--- src/rtl/regfile_sweep.sv ---
// regfile_sweep: DEPTH x DATA_W register file with two read ports (A, B) and
// one write port. After reset an init sweep loads every entry, one per cycle,
// and holds busy high until the last entry is written. Read ports support
// write-through forwarding and an optional one-cycle output register.
module regfile_sweep #(
   parameter int DATA_W     = 32,
   parameter int ADDR_W     = 5,
   parameter int ZERO_REG   = 1,
   parameter int INIT_INDEX = 1,
   parameter int BYPASS     = 1,
   parameter int READ_LAT   = 0
) (
   input  logic              clk,
   input  logic              reset,
   input  logic [ADDR_W-1:0] rs,
   input  logic [ADDR_W-1:0] rt,
   input  logic [ADDR_W-1:0] rd,
   input  logic [DATA_W-1:0] writedata,
   input  logic              regwrite,
   output logic [DATA_W-1:0] A,
   output logic [DATA_W-1:0] B,
   output logic              busy
);

   localparam int DEPTH = 2 ** ADDR_W;

   typedef enum logic {
      SWEEP = 1'b0,
      READY = 1'b1
   } state_t;

   state_t              state_q;
   logic [ADDR_W-1:0]   idx_q;
   logic                busy_q;

   logic [DATA_W-1:0]   mem_q [DEPTH];

   logic                wr_en;
   logic [ADDR_W-1:0]   wr_addr;
   logic [DATA_W-1:0]   wr_data;
   logic [DATA_W-1:0]   init_val;
   logic                rd_is_r0;
   logic                fwd_en;
   logic [DATA_W-1:0]   rd_a;
   logic [DATA_W-1:0]   rd_b;

   // Sweep value for the current index: the index itself, resized to DATA_W.
   assign init_val = (INIT_INDEX != 0) ? DATA_W'(idx_q) : '0;

   // A write to entry 0 is swallowed when entry 0 is hard-wired to zero.
   assign rd_is_r0 = (ZERO_REG != 0) && (rd == '0);

   // Forwarding only applies to writes that will actually land in storage.
   assign fwd_en = (BYPASS != 0) && (state_q == READY) && regwrite && !rd_is_r0;

   // Sweep controller: walk idx over every entry, then hand over to normal use.
   always_ff @(posedge clk or posedge reset) begin
      // NOTE: sequential state uses non-blocking assignments so every register
      // samples pre-edge values regardless of statement order.
      if (reset) begin
         state_q <= SWEEP;
         idx_q   <= '0;
         busy_q  <= 1'b1;
      end else if (state_q == SWEEP) begin
         idx_q <= idx_q + ADDR_W'(1);
         if (&idx_q) begin
            state_q <= READY;
            busy_q  <= 1'b0;
         end
      end
   end

   // Write-port select: the sweep owns the port until READY.
   always_comb begin
      // NOTE: every output gets a default first so no path leaves it unassigned
      // and no latch is inferred.
      wr_en   = 1'b0;
      wr_addr = rd;
      wr_data = writedata;
      if (state_q == SWEEP) begin
         wr_en   = !reset;
         wr_addr = idx_q;
         wr_data = init_val;
      end else begin
         wr_en = regwrite && !rd_is_r0;
      end
   end

   // Storage array, one write per cycle.
   always_ff @(posedge clk) begin
      // NOTE: the array has no reset; the sweep initialises it, so a reset term
      // here would only turn the RAM into a flop bank.
      if (wr_en) begin
         mem_q[wr_addr] <= wr_data;
      end
   end

   // Read mux: zero register beats forwarding, forwarding beats storage, and
   // nothing but zero leaves while the sweep is running.
   function automatic logic [DATA_W-1:0] read_mux(
      input logic [ADDR_W-1:0] addr,
      input logic [DATA_W-1:0] stored,
      input logic              blocked,
      input logic              fwd,
      input logic [ADDR_W-1:0] waddr,
      input logic [DATA_W-1:0] wdata
   );
      logic [DATA_W-1:0] val;
      val = stored;
      if (fwd && (waddr == addr)) begin
         val = wdata;
      end
      if (blocked || ((ZERO_REG != 0) && (addr == '0))) begin
         val = '0;
      end
      return val;
   endfunction

   // Combinational read data for both ports.
   always_comb begin
      rd_a = read_mux(rs, mem_q[rs], busy_q, fwd_en, rd, writedata);
      rd_b = read_mux(rt, mem_q[rt], busy_q, fwd_en, rd, writedata);
   end

   generate
      if (READ_LAT != 0) begin : g_read_reg
         logic [DATA_W-1:0] a_q;
         logic [DATA_W-1:0] b_q;

         // Output registers: capture this cycle's read so it appears next cycle.
         always_ff @(posedge clk or posedge reset) begin
            if (reset) begin
               a_q <= '0;
               b_q <= '0;
            end else begin
               a_q <= rd_a;
               b_q <= rd_b;
            end
         end

         assign A = a_q;
         assign B = b_q;
      end else begin : g_read_comb
         assign A = rd_a;
         assign B = rd_b;
      end
   endgenerate

   assign busy = busy_q;

endmodule

--- config.mk ---
export PLATFORM = sky130hd
export DESIGN_NAME = regfile_sweep
export DESIGN_NICKNAME = d
export VERILOG_FILES = /design/src/rtl/regfile_sweep.sv
export SDC_FILE = /design/constraint.sdc
export NUM_CORES = 1
export LEC_CHECK = 0
export CAP_MARGIN = 20
export CORE_MARGIN = 3
export CORE_UTILIZATION = 42
export CTS_BUF_LIST = sky130_fd_sc_hd__clkbuf_4 sky130_fd_sc_hd__clkbuf_8
export DETAILED_ROUTE_END_ITERATION = 10
export SLEW_MARGIN = 15
export SYNTH_ARGS = -nofsm -noshare
export SYNTH_HDL_FRONTEND = slang
export SYNTH_SLANG_ARGS = --single-unit
--- constraint.sdc ---
create_clock -name clk -period 8.9 [get_ports clk]
set_input_delay 1.78 -clock clk [delete_from_list [all_inputs] [get_ports clk]]
set_output_delay 1.78 -clock clk [all_outputs]
set_load 0.02 [all_outputs]
==> metrics.cfg, run 1 <==
[synth]
ys_seq_elements = 1031
syn_nets = 2739
yosysTopAreaCell = edfxtp_1
synthesis.area_um2 = 48900
synthFlopType = edfxtp_1
avgSynthCellArea_um2 = 18.2
ys_seq_area_frac = 0.632
ys_types = 38
synth_top_area_frac = 0.628
netlist_instances = 2687
postSynth.asyncResetShare = 0.00679
synth_edf_count = 1024
synthTopCellsByArea = edfxtp_1, mux4_2, mux2i_1, a221oi_1, a21oi_1
ys_warn_count = 0

[clock_tree]
h-tree-depth = 4
cts_resized = 0
cts_hold_buf = 0
cts_setup_buffers = 0
clock-sinks = 1031
cts-root-buf = clkbuf_8
clockBufferDepth = 3
cts_buffers = 170

[floorplan]
top_level_ports = 115
dieHeight_um = 347
start_util = 0.426
die_w_um = 347
row_count = 124

[global_routing]
grt.overflow.total = 0
grt_usage = 0.249
antenna_found_initial = 5
grt_pass1_wl_um = 217000
grt_max_degree = 120
grt_pass1_vias = 31000

[outcome]
tool.error = Error: net328 1 pin not visited #guides = 287
outcome = stopped before the end
lastStage = detailed routing (5_2_route)

[placement]
dpl.hpwl_um = 85200
place_congestion = 0.821
numPortBuffers = 114

[layer usage]
metal  GRT usage
met1       0.332
met2       0.402
met3      0.0555
met4      0.0945
met5           0
[Yosys cell counts (4+ instances only)]
| library cell | instances |
|---|---|
| nand2_1 | 28 |
| mux2i_1 | 320 |
| o21bai_1 | 64 |
| a211oi_1 | 64 |
| inv_1 | 4 |
| a21oi_1 | 129 |
| edfxtp_1 | 1024 |
| buf_2 | 90 |
| a22oi_1 | 64 |
| nand3_1 | 4 |
| dfrtp_1 | 6 |
| nand2b_1 | 6 |
| nor2b_1 | 67 |
| xnor2_1 | 13 |
| buf_1 | 21 |
| clkbuf_1 | 94 |
| a221o_1 | 64 |
| buf_4 | 18 |
| nor2_1 | 40 |
| a221oi_1 | 128 |
| and2_1 | 30 |
| mux4_2 | 384 |
[metrics by stage]
step	instance area [um2]	std cells	worst slack, ns	hold WS [ns]	util
floorplan	48900	2687	3.52	0.458	-
global placement	52100	4175	1.66	0.480	0.453
detailed placement	52100	4175	1.61	0.483	0.453
CTS	55300	4481	1.61	0.495	0.481
global route	55400	4489	1.47	0.511	0.482
[cell families after synthesis]
group | Yosys count | synth area share
compound gates | 523 | 0.0811
xor+xnor | 13 | 0.00233
fa+ha+maj | 2 | 0.000511
buf+inv | 227 | 0.0211
flops | 1031 | 0.632
mux | 706 | 0.243
simple gates | 185 | 0.0202
==> run 2: changes to the inputs <==
- CORE_UTILIZATION: 42 -> 27
- CTS_BUF_LIST: sky130_fd_sc_hd__clkbuf_4 sky130_fd_sc_hd__clkbuf_8 -> unset
- PLACE_DENSITY_LB_ADDON: unset -> 0.15
==> run 2 against run 1 <==
Net effect: synthesized cell count unchanged; the run now ends clean; global-route usage fell by 6.3 points; synthesized area unchanged.
==> metrics.cfg, run 2 <==
[outcome]
outcome = finished, final reports clean

[route]
drt_iter0_markers = 2444
viasPerCell = 5.46
num_vias = 28700
ant_nets = 0
firstDrtPassIters = 5
wl_per_cell_um = 33.3
routed_wirelength_um = 175000
drc = 0

[timing]
setup_viol = 0
worst_pin_slew_ns = 1.16
slew_headroom = 0.223
fmax_mhz = 140
drv_slew = 0
setup_ws_ns = 1.76
finalSetupTns_ns = 0
clock_skew_ns = 0.0212
timing.final.crit_share = 0.802
finalHoldViolCount = 0
fin_crit_ns = 7.14
rsz0062_at_grt = false

[global_routing]
use_met2 = 0.327
antenna_found_initial = 3
grt_usage = 0.186
grt.overflow.total = 0
top_usage_layer = met2
gr-usage-met3 = 0.0243
grt_pass1_wl_um = 244000
grt_max_degree = 79
grt_pass1_vias = 30300
met1_usage = 0.234

[synth]
avgSynthCellArea_um2 = 18.2
postSynth.asyncResetShare = 0.00679
ys_seq_area_frac = 0.632
ys_warn_count = 0
syn_nets = 2739
synth_top_area_frac = 0.628
netlist_instances = 2687
synthFlopType = edfxtp_1
synthesis.area_um2 = 48900
yosys-top-cells-count = edfxtp_1, mux4_2, mux2i_1
ys_seq_elements = 1031
ys_types = 38
yosysMostFrequentCell = edfxtp_1
yosysTopAreaCell = edfxtp_1
synth_edf_count = 1024
synthTopCellsByArea = edfxtp_1, mux4_2, mux2i_1, a221oi_1, a21oi_1

[critical_path]
crit_required_ns = 7.12
setup.worst_path.class = in2out
crit_path_end_kind = output pin
rrSetupSlack_ns = 4.96
r2r-start = state_q
cp_max_fo = 32
crit_arrival_ns = 5.36
reg2reg_depth = 6
cp-start-kind = primary input
worstReg2RegEnd = mem_q[22][29]

[finish]
drive_gt1_frac = 0.249
largest_reg_flops = 1024
final_cell_area_um2 = 57000
area_growth_pct = 16.5
top_regs = mem_q x1024, idx_q x5
fillers = 17200
final_common_cell = edfxtp_1
top_register = mem_q
final_cell_mix = edfxtp_1, mux4_2, mux2i_1
fin_nets = 2848

[clock_tree]
cts-root-buf = clkbuf_16
clk_pin_slew_ns = 0.07
cts_resized = 0
cts_hold_buf = 0
cts_setup_buffers = 0
cts_tree = yes
clkLatencyLatePin_ns = 0.74
h-tree-depth = 3
clock-sinks = 1031
cts_buffers = 111
clockBufferDepth = 3

[worst_hold_path]
min_from = idx_q[0]
hold_end = idx_q[0]
holdPathStages = 1
hold_path.class = reg2reg

[floorplan]
top_level_ports = 115
die-area_um2 = 186000
start_util = 0.273
dieHeight_um = 432
row_count = 155
core_area_um2 = 179000
die_w_um = 432

[placement]
place_congestion = 0.823
dpl.hpwl_um = 106000
numPortBuffers = 114
place_area_um2 = 53200
preCtsSetupSlack_ns = 1.80

[power_and_ir_drop]
leakage_uw = 0.0181
p_per_area_nw_per_um2 = 195
vdd_ir_drop_max_uv = 149

[run]
cap_violations = 0

## run 2: worst max-delay path, stage by stage
cell and delay (ns):
clkdlybuf4s50_1 0.52, or4_1 0.55, o211ai_2 0.37, o311ai_4 0.14, buf_4 0.36, a21oi_1 0.73, a221o_1 0.22, clkdlybuf4s50_1 0.63
## run 2: report_power, final
part           leakage [uW]  switching [uW]  internal, uW
Combinational       0.00702             716           425
Clock               0.00177            1990          2630
Sequential          0.00931            4.25          5360
## run 2: routing by layer
metal | up-vias | share of wire
met5 | - | 0.00019
met2 | 941 | 0.51
li1 | 11800 | -
met1 | 15700 | 0.41
met3 | 249 | 0.047
met4 | 6 | 0.033
## run 2: per-stage QoR
stage / power, uW / utilization / instances / hold slack, ns
floorplan: 6120 / - / 2687 / 0.458
global route: 11500 / 0.318 / 5246 / 0.536
detailed placement: 6610 / 0.297 / 5025 / 0.486
global placement: 6600 / 0.297 / 5024 / 0.482
finish: 11100 / 0.318 / 5247 / 0.507
CTS: 11200 / 0.317 / 5233 / 0.504
## run 2: cell type report
class,count,area [um2],area share
antenna,1,2.50,0.0000439
clock buffer,141,2950,0.0518
clock inverter,67,624,0.0110
inverter,4,15.0,0.000263
multi-input combinational,1429,17300,0.304
sequential,1031,30900,0.543
tap,2355,2950,0.0517
timing repair buffer,219,2220,0.0389
## run 2: kinds of logic after synthesis
kind of cell,Yosys count,share of synthesized area
flops,1031,0.632
compound gates,523,0.0811
simple gates,185,0.0202
buf+inv,227,0.0211
fa+ha+maj,2,0.000511
xor+xnor,13,0.00233
mux,706,0.243
## run 2: worst max path at each step
stage / startpoint / to / slack [ns] / depth (start not counted)
3_5_place_dp: rd[1] / B[26] / 1.80 / 8
3_3_place_gp: rd[1] / B[26] / 1.76 / 8
2_1_floorplan: rs[1] / A[13] / 3.52 / 8
5_1_grt: rt[4] / B[2] / 1.72 / 8
6_report: rd[2] / B[26] / 1.76 / 8
4_1_cts: rd[1] / B[26] / 1.78 / 8
(Power assumes the default switching activity.)
==> run 3: changes to the inputs <==
- clock period: 8.9 -> 6.39 ns (I/O delays scaled with it)
==> run 3 against run 2 <==
Net effect: worst setup slack got worse by 1.2 ns; register-to-register slack got worse by 2.4 ns; cell count rose by 1.3%; first-iteration DRC count rose by 11%; core utilization rose by 0.48 points; clock-buffer cell count fell by 6; hold slack got worse by 0.013 ns; critical path type unchanged; highest routed layer is now met4.
==> metrics.cfg, run 3 (synthesized netlist as in run 2, its figures left out) <==
[outcome]
outcome = finished, final reports clean

[floorplan]
core_area_um2 = 179000
top_level_ports = 115
start_util = 0.273
die_w_um = 432
row_count = 155
die-area_um2 = 186000
dieHeight_um = 432

[finish]
final_cell_area_um2 = 57800
largest_reg_flops = 1024
final_cell_mix = edfxtp_1, mux4_2, mux2i_1
fin_nets = 2914
top_regs = mem_q x1024, idx_q x5
drive_gt1_frac = 0.264
final_common_cell = edfxtp_1
area_growth_pct = 18.2
top_register = mem_q
final_core_util = 0.323

[timing]
setup_viol = 0
finalHoldViolCount = 0
slew_headroom = 0.253
clock_skew_ns = 0.0186
finalSetupTns_ns = 0
drv_slew = 0
whs_ns = 0.494
fin_crit_ns = 5.82
rsz0062_at_grt = false
timing.final.crit_share = 0.910
worst_pin_slew_ns = 1.12
fmax_mhz = 172

[route]
ant_nets = 0
viasPerCell = 5.43
routed_wirelength_um = 176000
firstDrtPassIters = 6
drc = 0
drt_iter0_markers = 2718
wl_per_cell_um = 33.1
num_vias = 28900

[power_and_ir_drop]
vdd_ir_drop_max_uv = 196
p_per_area_nw_per_um2 = 267
leakage_uw = 0.0185

[clock_tree]
clockBufferDepth = 3
cts_hold_buf = 0
cts_setup_buffers = 0
cts_buffers = 112
clock-sinks = 1031
cts_tree = yes
cts-root-buf = clkbuf_16
clk_pin_slew_ns = 0.06
h-tree-depth = 3
cts_resized = 0
clkLatencyLatePin_ns = 0.75

[global_routing]
grt_pass1_wl_um = 245000
grt_max_degree = 69
gr-usage-met3 = 0.0275
grt_pass1_vias = 30600
top_usage_layer = met2
use_met2 = 0.327
met1_usage = 0.230
antenna_found_initial = 0
grt_usage = 0.186
grt.overflow.total = 0

[critical_path]
crit_path_top_delay_cell = nor2_4
cp-start-kind = primary input
critPathLaunch = rs[1]
r2r-start = state_q
cp_max_fo = 24
crit_required_ns = 5.11
crit_path_end_kind = output pin
crit_arrival_ns = 4.54
critical_path.top_delay_family = compound AO/OA/AOI/OAI gates
setup.worst_path.class = in2out
slowest_delay_ns = 0.80
crit_buf_inv = 3
path_cells = buf_8 > nor2_4 > buf_4 > a221oi_1 > a22oi_1 > a21oi_1 > a221o_1 > clkdlybuf4s50_1

[worst_hold_path]
min_from = idx_q[0]
hold_path.class = reg2reg

[run]
cap_violations = 0

[placement]
place_congestion = 0.878
place_area_um2 = 54100
dpl.hpwl_um = 111000
numPortBuffers = 114

run 3: metal layers:
layer,share of wire,routed length (um),vias up
met2,0.51,90300,942
met4,0.039,6810,0
li1,-,-,11900
met1,0.40,69800,15700
met5,0,0,-
met3,0.050,8860,272
run 3: cell type report:
class	instances	area [um2]
Antenna cell	4	10.0
Clock buffer	135	2910
Clock inverter	72	582
Fill cell	17100	121000
Inverter	4	15.0
Multi-Input combinational cell	1429	17300
Sequential cell	1031	30900
Tap cell	2355	2950
Timing Repair Buffer	284	3150
run 3: path summary, 6_finish.rpt:
path | depth (start not counted) | end | slack, ns
max | 8 | A[11] | 0.57
min | 1 | idx_q[0] | 0.49
max reg2reg | 5 | mem_q[12][6] | 2.57
min reg2reg | 1 | idx_q[0] | 0.49
max in group asynchronous | 2 | busy | 5.21
min in group asynchronous | 2 | idx_q[4] | 0.90
run 3: per-stage QoR:
step                total power, uW  instances  setup slack, ns
finish                        15400       5314            0.573
global route                  15900       5310            0.525
CTS                           15600       5298            0.586
detailed placement             9270       5091            0.615
global placement               9270       5090            0.488
floorplan                      8520       2687             2.02
run 3: power by group:
part	switching, uW	internal, uW
logic	1020	637
registers	5.86	7460
clock network	2750	3550
total	3780	11700
